$ cat src/rtl/spi_reg_slave_if.sv
`default_nettype none
// +--------------------------------------------------------------------+
// | spi_reg_slave_if : SPI wire bundle (CS/SCLK/MOSI/MISO)  Rev 1.0    |
// +--------------------------------------------------------------------+
interface spi_reg_slave_if;
  logic spi_cs;
  logic spi_sclk;
  logic spi_mosi;
  logic spi_miso;

  modport slave (
    input  spi_cs,
    input  spi_sclk,
    input  spi_mosi,
    output spi_miso
  );

  modport master (
    output spi_cs,
    output spi_sclk,
    output spi_mosi,
    input  spi_miso
  );
endinterface
`default_nettype wire

$ cat src/rtl/spi_reg_slave.sv
`default_nettype none
// +--------------------------------------------------------------------+
// | spi_reg_slave : mode-3 SPI register bank, oversampled in aclk      |
// | Rev 1.0                                                            |
// +--------------------------------------------------------------------+
module spi_reg_slave #(
  parameter int REG_COUNT   = 16,
  parameter int SYNC_STAGES = 2
) (
  input  logic                   aclk,
  input  logic                   aresetn,
  spi_reg_slave_if.slave         spi,
  output logic [REG_COUNT*8-1:0] reg_q,
  output logic                   wr_pulse,
  output logic [6:0]             wr_index,
  output logic                   rd_pulse,
  output logic                   frame_err
);

  localparam logic [7:0] C_REG_COUNT = 8'(REG_COUNT);

  typedef enum logic [1:0] {
    ST_IDLE = 2'd0,
    ST_ADDR = 2'd1,
    ST_DATA = 2'd2,
    ST_DONE = 2'd3
  } state_t;

  logic [SYNC_STAGES-1:0] cs_sync_q;
  logic [SYNC_STAGES-1:0] sclk_sync_q;
  logic [SYNC_STAGES-1:0] mosi_sync_q;
  logic                   sclk_d_q;
  logic                   cs_d_q;

  logic cs_s;
  logic sclk_s;
  logic mosi_s;
  logic rise;
  logic cs_fall;

  state_t     state_q,     state_d;
  logic [2:0] bit_cnt_q,   bit_cnt_d;
  logic [6:0] addr_sr_q,   addr_sr_d;
  logic [6:0] data_sr_q,   data_sr_d;
  logic       rw_q,        rw_d;
  logic [6:0] idx_q,       idx_d;
  logic [7:0] tx_byte_q,   tx_byte_d;
  logic       miso_q,      miso_d;
  logic       wr_pulse_q,  wr_pulse_d;
  logic       rd_pulse_q,  rd_pulse_d;
  logic       frame_err_q, frame_err_d;
  logic [6:0] wr_index_q,  wr_index_d;

  logic [6:0] addr_idx;
  logic [7:0] rd_byte;
  logic [7:0] wr_byte;
  logic       idx_mapped;

  always_ff @(posedge aclk or negedge aresetn) begin
    if (!aresetn) begin
      cs_sync_q   <= '1;
      sclk_sync_q <= '1;
      mosi_sync_q <= '1;
      sclk_d_q    <= 1'b1;
      cs_d_q      <= 1'b1;
    end else begin
      cs_sync_q   <= {cs_sync_q[SYNC_STAGES-2:0],   spi.spi_cs};
      sclk_sync_q <= {sclk_sync_q[SYNC_STAGES-2:0], spi.spi_sclk};
      mosi_sync_q <= {mosi_sync_q[SYNC_STAGES-2:0], spi.spi_mosi};
      sclk_d_q    <= sclk_s;
      cs_d_q      <= cs_s;
    end
  end

  assign cs_s    = cs_sync_q[SYNC_STAGES-1];
  assign sclk_s  = sclk_sync_q[SYNC_STAGES-1];
  assign mosi_s  = mosi_sync_q[SYNC_STAGES-1];
  assign rise    = sclk_s & ~sclk_d_q & ~cs_s;
  assign cs_fall = ~cs_s & cs_d_q;

  // Address and data bytes are completed with the live MOSI bit on the 8th rise.
  assign addr_idx   = {addr_sr_q[5:0], mosi_s};
  assign wr_byte    = {data_sr_q, mosi_s};
  assign idx_mapped = ({1'b0, idx_q} < C_REG_COUNT);

  always_comb begin
    rd_byte = 8'h00;
    for (int i = 0; i < REG_COUNT; i++) begin
      if (addr_idx == 7'(i)) begin
        rd_byte = reg_q[i*8 +: 8];
      end
    end
  end

  always_comb begin
    state_d     = state_q;
    bit_cnt_d   = bit_cnt_q;
    addr_sr_d   = addr_sr_q;
    data_sr_d   = data_sr_q;
    rw_d        = rw_q;
    idx_d       = idx_q;
    tx_byte_d   = tx_byte_q;
    wr_pulse_d  = 1'b0;
    rd_pulse_d  = 1'b0;
    frame_err_d = 1'b0;
    wr_index_d  = wr_index_q;

    case (state_q)
      ST_IDLE: begin
        if (cs_fall) begin
          state_d   = ST_ADDR;
          bit_cnt_d = 3'd0;
        end
      end
      ST_ADDR: begin
        if (cs_s) begin
          state_d     = ST_IDLE;
          frame_err_d = 1'b1;
        end else if (rise) begin
          addr_sr_d = {addr_sr_q[5:0], mosi_s};
          bit_cnt_d = bit_cnt_q + 3'd1;
          if (bit_cnt_q == 3'd7) begin
            rw_d      = addr_sr_q[6];
            idx_d     = addr_idx;
            bit_cnt_d = 3'd0;
            state_d   = ST_DATA;
            if (addr_sr_q[6]) begin
              tx_byte_d  = rd_byte;
              rd_pulse_d = 1'b1;
            end
          end
        end
      end
      ST_DATA: begin
        // A CS release in the same cycle as the final rise still aborts.
        if (cs_s) begin
          state_d     = ST_IDLE;
          frame_err_d = 1'b1;
        end else if (rise) begin
          data_sr_d = {data_sr_q[5:0], mosi_s};
          bit_cnt_d = bit_cnt_q + 3'd1;
          if (bit_cnt_q == 3'd7) begin
            bit_cnt_d = 3'd0;
            state_d   = ST_DONE;
            if (!rw_q && idx_mapped) begin
              wr_pulse_d = 1'b1;
              wr_index_d = idx_q;
            end
          end
        end
      end
      ST_DONE: begin
        if (cs_s) begin
          state_d = ST_IDLE;
        end
      end
      default: begin
        state_d = ST_IDLE;
      end
    endcase

    miso_d = 1'b1;
    if ((state_d == ST_DATA) && rw_d) begin
      miso_d = tx_byte_d[3'd7 - bit_cnt_d];
    end
  end

  always_ff @(posedge aclk or negedge aresetn) begin
    if (!aresetn) begin
      state_q     <= ST_IDLE;
      bit_cnt_q   <= 3'd0;
      addr_sr_q   <= 7'd0;
      data_sr_q   <= 7'd0;
      rw_q        <= 1'b0;
      idx_q       <= 7'd0;
      tx_byte_q   <= 8'h00;
      miso_q      <= 1'b1;
      wr_pulse_q  <= 1'b0;
      rd_pulse_q  <= 1'b0;
      frame_err_q <= 1'b0;
      wr_index_q  <= 7'd0;
    end else begin
      state_q     <= state_d;
      bit_cnt_q   <= bit_cnt_d;
      addr_sr_q   <= addr_sr_d;
      data_sr_q   <= data_sr_d;
      rw_q        <= rw_d;
      idx_q       <= idx_d;
      tx_byte_q   <= tx_byte_d;
      miso_q      <= miso_d;
      wr_pulse_q  <= wr_pulse_d;
      rd_pulse_q  <= rd_pulse_d;
      frame_err_q <= frame_err_d;
      wr_index_q  <= wr_index_d;
    end
  end

  for (genvar gi = 0; gi < REG_COUNT; gi++) begin : g_regs
    logic [7:0] byte_q;

    always_ff @(posedge aclk or negedge aresetn) begin
      if (!aresetn) begin
        byte_q <= 8'h00;
      end else if (wr_pulse_d && (idx_q == 7'(gi))) begin
        byte_q <= wr_byte;
      end
    end

    assign reg_q[gi*8 +: 8] = byte_q;
  end

  assign spi.spi_miso = miso_q;
  assign wr_pulse     = wr_pulse_q;
  assign wr_index     = wr_index_q;
  assign rd_pulse     = rd_pulse_q;
  assign frame_err    = frame_err_q;

endmodule
`default_nettype wire

$ cat src/flat_wrapper.sv
// flat-port wrapper written by rule: the top's interface ports become plain ports
module spi_reg_slave_flat 
#(
  parameter int REG_COUNT   = 16,
  parameter int SYNC_STAGES = 2
)
  (aclk, aresetn, reg_q, wr_pulse, wr_index, rd_pulse, frame_err, spi_spi_cs, spi_spi_sclk, spi_spi_mosi, spi_spi_miso);
  spi_reg_slave_if spi_i ();
  input  logic aclk;
  input  logic aresetn;
  output logic [REG_COUNT*8-1:0] reg_q;
  output logic wr_pulse;
  output logic [6:0] wr_index;
  output logic rd_pulse;
  output logic frame_err;
  input wire logic [$bits(spi_i.spi_cs)-1:0] spi_spi_cs;
  input wire logic [$bits(spi_i.spi_sclk)-1:0] spi_spi_sclk;
  input wire logic [$bits(spi_i.spi_mosi)-1:0] spi_spi_mosi;
  output wire logic [$bits(spi_i.spi_miso)-1:0] spi_spi_miso;
  assign spi_i.spi_cs = spi_spi_cs;
  assign spi_i.spi_sclk = spi_spi_sclk;
  assign spi_i.spi_mosi = spi_spi_mosi;
  assign spi_spi_miso = spi_i.spi_miso;
  spi_reg_slave #(.REG_COUNT(REG_COUNT), .SYNC_STAGES(SYNC_STAGES)) u_core (.aclk(aclk), .aresetn(aresetn), .spi(spi_i), .reg_q(reg_q), .wr_pulse(wr_pulse), .wr_index(wr_index), .rd_pulse(rd_pulse), .frame_err(frame_err));
endmodule
$ cat config.mk
export PLATFORM = sky130hd
export DESIGN_NAME = spi_reg_slave_flat
export DESIGN_NICKNAME = d
export VERILOG_FILES = /design/src/rtl/spi_reg_slave_if.sv /design/src/rtl/spi_reg_slave.sv /design/src/flat_wrapper.sv
export SDC_FILE = /design/constraint.sdc
export NUM_CORES = 1
export LEC_CHECK = 0
export CORE_MARGIN = 3
export CORE_UTILIZATION = 54
export CTS_BUF_LIST = sky130_fd_sc_hd__clkbuf_8 sky130_fd_sc_hd__clkbuf_16
export DETAILED_ROUTE_END_ITERATION = 8
export PLACE_DENSITY_LB_ADDON = 0.1
export SETUP_SLACK_MARGIN = 0.02
export SKIP_LAST_GASP = 1
export SYNTH_ARGS = -nofsm -noshare
export SYNTH_HDL_FRONTEND = slang
export SYNTH_SLANG_ARGS = --single-unit
$ cat constraint.sdc
create_clock -name aclk -period 3.35 [get_ports aclk]
set_input_delay 1.005 -clock aclk [delete_from_list [all_inputs] [get_ports aclk]]
set_output_delay 1.005 -clock aclk [all_outputs]
set_load 0.01 [all_outputs]
# [Word-level counts from Yosys, hierarchy flattened]
# Index checks and enable logic that the tools add are counted.
[totals] mem_bits_ro=0 elab_cells=158 ramBits=0 ff_bits=182 memories=0 latchBits=0 in_bits=5 out_inout_bits=139
[op_classes] eq_ne=35 magnitude_cmp=2 mux=54 bitwise=5 n_reduce_logical=27 n_div=0 n_addsub=2 n_shift=0 n_mul=0
[ops] cell="$mux W8" n=21
[ops] cell="$eq A7 B4 Y1 const B" n=16
[ops] cell="$eq A7 B3 Y1 const B" n=8
[ops] cell="$eq A7 B2 Y1 const B" n=4
[ops] cell="$logic_and A1 B1 Y1" n=18
[ops] cell="$mux W1" n=18
[ops] cell="$mux W2" n=8
[ops] cell="$eq A7 B1 Y1 const B" n=2
[ops] cell="$logic_not A7 Y1" n=2
[ops] cell="$mux W3" n=4
[ops] cell="$pmux W2 S4" n=1
[ops] cell="$lt A7 B5 Y1 const B" n=1
[ops] cell="$eq A2 B2 Y1 const B" n=3
[ops] cell="$pmux W3 S2" n=1
[ops] cell="$reduce_and A3 Y1" n=2
[ops] cell="$reduce_and A5 Y1" n=1
[ops] cell="$lt A3 B4 Y1 const B" n=1
[ops] cell="$reduce_and A4 Y1" n=1
[ops] cell="$add A3 B1 Y3 const B" n=1
[ops] cell="$and A1 B1 Y1" n=3
[ops] cell="$bmux W1 S3" n=1
[ops] cell="$eq A3 B3 Y1 const B" n=1
[ops] cell="$sub A3 B3 Y3 const A" n=1
[ops] cell="$eq A2 B1 Y1 const B" n=1
[ops] cell="other kinds (4)" n=5

# [Depth between registers and ports, before layout]
[logic_depth] ltp_word=25 ltp_mapped=11

# [Least setup slack after synthesis]
# No wires, ideal clock.
[synth_timing] path_type="register to register" start="register u_core.bit_cnt_q[0]" end="register u_core.g_regs[15].byte_q[1]" path_stages_with_launch=10 required_ns=3.225 setup_time_ns=0.125 synth_period_minus_slack_ns=2.507 arrival_ns=2.382 slack_ns=0.843 path_cell_list="dfrtp_1 > ha_1 > ha_1 > and4bb_1 > nand3_1 > clkinv_1 > and3_1 > clkbuf_1 > nand3_1 > mux2_2"
[synth_between] elab_chain_len=6
[synth_rtl] element="start, declared" line_no="spi_reg_slave.sv:42" rtl="logic [2:0] bit_cnt_q, bit_cnt_d;"
[synth_rtl] element="start signal, assigned" line_no="spi_reg_slave.sv:184" rtl="bit_cnt_q <= bit_cnt_d;"
[synth_rtl] element="$eq A3 B3 Y1" line_no="spi_reg_slave.sv:142" rtl="if (bit_cnt_q == 3'd7) begin"
[synth_rtl] element="$mux W1" line_no="spi_reg_slave.sv:142"
[synth_rtl] element="$mux W1" line_no="spi_reg_slave.sv:139" rtl="end else if (rise) begin"
[synth_rtl] element="$mux W1" line_no="spi_reg_slave.sv:136" rtl="if (cs_s) begin"
[synth_rtl] element="$mux W1" line_no="spi_reg_slave.sv:108" rtl="case (state_q)"
[synth_rtl] element="named net u_core.wr_pulse_d" line_no="spi_reg_slave.sv:49" rtl="logic wr_pulse_q, wr_pulse_d;"
[synth_rtl] element="$logic_and A1 B1 Y1" line_no="spi_reg_slave.sv:204" rtl="end else if (wr_pulse_d && (idx_q == 7'(gi))) begin"
[synth_rtl] element="end signal, assigned" line_no="spi_reg_slave.sv:205" rtl="byte_q <= wr_byte;"
[synth_rtl] element="end, declared" line_no="spi_reg_slave.sv:199" rtl="logic [7:0] byte_q;"
# The timed path passes the listed nets, and every way through them passes these cells.
# A chain may end at the register's enable or synchronous reset.

# [Final worst setup path]
[layout_timing] start="register u_core.bit_cnt_q[0]" end="register u_core.g_regs[15].byte_q[6]"
# Same word-level chain as after synthesis.

==> impl_metrics.tcl <==
set metrics [dict create \
    drt-initial-drc-count 578 \
    yosysTopAreaCell "dfrtp_1" \
    synthTopCellsByCount "dfrtp_1, mux2_2, nand2_1, nor2_1, o21ai_0" \
    period_share_pct 89.9 \
    slowest_delay_ns 0.50 \
    path_cells "ha_1 > ha_1 > and4bb_1 > nand3_1 > clkinv_1 > and3_1 > nand3_1 > mux2_2" \
    critPathLaunchType "flip-flop" \
    drv_slew 0 \
    netlist_instances 710 \
    syn_area_um2 8610 \
    power_frac_clock_pct 37.9 \
    ant_nets 0 \
    cts_root_buffer "clkbuf_16" \
    clock-sinks 182 \
    synth_edf_count 0 \
    drcViolationCount 1 \
    swShare_pct 30.2 \
    routedWlPerCell_um 23.0 \
    die_w_um 132 \
    fmax_ghz 0.332 \
    vias 6668 \
    synth-async-reset-ratio_pct 100 \
    post-synth-top-area-fraction_pct 50.3 \
    finalWirelength_um 24800 \
    tightest_slew_ns 0.773 \
    r2r_setup_slack_ns 0.34 \
    place_inst 1049 \
    p_int_mw 3.99 \
    syn_area_per_cell_um2 12.1 \
    crit_arrival_ns 3.33 \
    fin_skew_ns 0.00693 \
    area_growth_pct 27.7 \
    antenna_found_initial 0 \
    syn-num-nets 721 \
    path_clk_slew_ns 0.07 \
    synth-main-ff-cell "dfrtp_1" \
    grt_use_total_pct 28.5 \
    dp.final_hpwl_um 17100 \
    vdd_drop_max_uv 453 \
    violations "design-rule violations" \
    p_seq_share_pct 42.7 \
    die_area_um2 17500 \
    start_util_pct 56.0 \
    endpoint_kind "flip-flop" \
    yosysSeqAreaShare_pct 53.1 \
    fin_tns_setup_ns 0 \
    cts_tree "yes" \
    grt-ovfl-total 0 \
    critPathBufInv 1 \
    setup_violations 0 \
    outcome "finished with violations" \
    crit_family "simple AND/OR/NAND/NOR gates" \
    firstDrtPassIters 7 \
    io_buffers 143 \
    power-per-cell-area_nw_per_um2 520 \
    synth.most_common_cell "dfrtp_1" \
    grt_pass1_wl_um 38500 \
    cts_resized 0 \
    maxSlewHeadroom_pct 48.3 \
    synth.area.top_cells "dfrtp_1, mux2_2, dfstp_2" \
    cts_max_level 4 \
    switchingPower_mw 1.73 \
    hold_path_class "flip-flop to flip-flop" \
    grt_start_max_net_pins 78 \
    diodes 0 \
    post-cts-setup-buffers 0 \
    cts_hold_buf 0 \
    worstPathMaxFanout 10 \
    cts_buffer_depth 2 \
    rsz0062_at_grt "false" \
    ioPinCount 144 \
    comb_power_share_pct 19.4 \
    synth.distinct_cells 73 \
    p_leak_nw 5.06 \
    routed_via_density 6.17 \
    coreArea_um2 15400 \
    hold_viol_final 0 \
    cp.required_ns 3.67 \
    clock_latency_ns 0.43 \
    rows 45 \
    layout.nets 868 \
    cts_buffers 17 \
    drive_gt1_share_pct 27.4 \
    ys_ff_latch 182 \
    slowest_stage "nand3_1" \
    place_congestion 0.931 \
    crit_type "flip-flop to flip-flop" \
    fin_crit_ns 3.01 \
    cap_violations 0 \
    final_cell_count_no_fill 1080 \
    grt_pass1_vias 6677 \
    die_h_um 132 \
    ys_warn_count 0 \
]
state kept, by name, indices dropped and copies added, names as in the netlist, 2 cells and up:
| register | count |
|---|---|
| u_core.tx_byte_q | 8 |
| u_core.state_q | 2 |
| u_core.mosi_sync_q | 2 |
| u_core.idx_q | 7 |
| u_core.sclk_sync_q | 2 |
| u_core.g_regs.byte_q | 128 |
| u_core.cs_sync_q | 2 |
| u_core.addr_sr_q | 7 |
| u_core.bit_cnt_q | 3 |
| u_core.data_sr_q | 7 |
| u_core.wr_index | 7 |
cells in the final DEF, fill, tap and decap left out, drive strengths merged, types with 7 or more instances in the layout:
cell type        n
nand3           12
inv             15
a21oi           22
dfrtp          173
buf             26
o21ai           28
a31oi            7
nor3             8
and2             9
o22ai           10
nand2b          10
nor2            33
clkbuf          21
and3            10
mux2           151
nand2           58
mux2i           15
clkdlybuf4s50  142
dfstp            9
path summary, 6_finish.rpt:
path / to / depth (start not counted) / from
worst min register to register: u_core.cs_sync_q[1] / 0 / u_core.cs_sync_q[0]
worst min-delay path: u_core.cs_sync_q[1] / 0 / u_core.cs_sync_q[0]
worst max register to register: u_core.g_regs[15].byte_q[6] / 8 / u_core.bit_cnt_q[0]
max in group asynchronous: u_core.data_sr_q[1] / 2 / aresetn
min in group asynchronous: u_core.wr_index[4] / 1 / aresetn
worst max-delay path: u_core.g_regs[15].byte_q[6] / 8 / u_core.bit_cnt_q[0]
power groups by stage:
stage	clock (mW)	sequential [mW]	combinational, mW
2_1_floorplan	0	2.36	0.759
3_3_place_gp	0	2.47	1.05
3_5_place_dp	0	2.47	1.07
4_1_cts	2.19	2.43	1.08
5_1_grt	2.28	2.45	1.18
6_report	2.17	2.44	1.11
cells by family after synthesis:
logic type | Yosys count | share of synthesized area [%]
buffers and inverters | 55 | 2.68
adder cells (fa/ha/maj) | 6 | 0.872
AND/OR/NAND/NOR | 171 | 10.3
flip-flops | 182 | 53.1
AO/OA/AOI/OAI | 124 | 10.0
multiplexers | 172 | 23.1
through the flow:
stage	total power [mW]	setup slack [ns]	utilization [%]	hold slack, ns	cell area (um^2)
6_report	5.72	0.338	71.5	0.356	11000
3_5_place_dp	3.55	0.355	67.3	0.347	10300
2_1_floorplan	3.12	0.843	-	0.345	8610
4_1_cts	5.70	0.348	71.5	0.357	11000
3_3_place_gp	3.51	0.449	67.3	0.347	10300
5_1_grt	5.91	0.210	71.5	0.361	11000
per-layer routing:
layer	track usage (%)	part of all wire, %	vias to the layer above
met3	5.50	7.7	70
met5	0	0	-
met4	10.6	3.2	0
met2	45.0	47	323
met1	39.6	42	3382
li1	-	-	2893
worst reg2reg max path, cell delays in order (launching register included):
cell,delay (ns)
dfrtp_1,0.42
ha_1,0.22
ha_1,0.23
and4bb_1,0.26
nand3_1,0.29
clkinv_1,0.25
and3_1,0.29
nand3_1,0.50
mux2_2,0.42
cell type report:
| type | count | area, um^2 |
|---|---|---|
| inverters | 15 | 56.3 |
| flip-flops and latches | 182 | 4570 |
| multi-input cells | 473 | 3810 |
| fillers | 1089 | 4380 |
| clock inverters | 10 | 168 |
| well taps | 211 | 264 |
| repair buffers | 168 | 1650 |
| clock buffers | 21 | 480 |
Power figures use the tool's default switching activity.
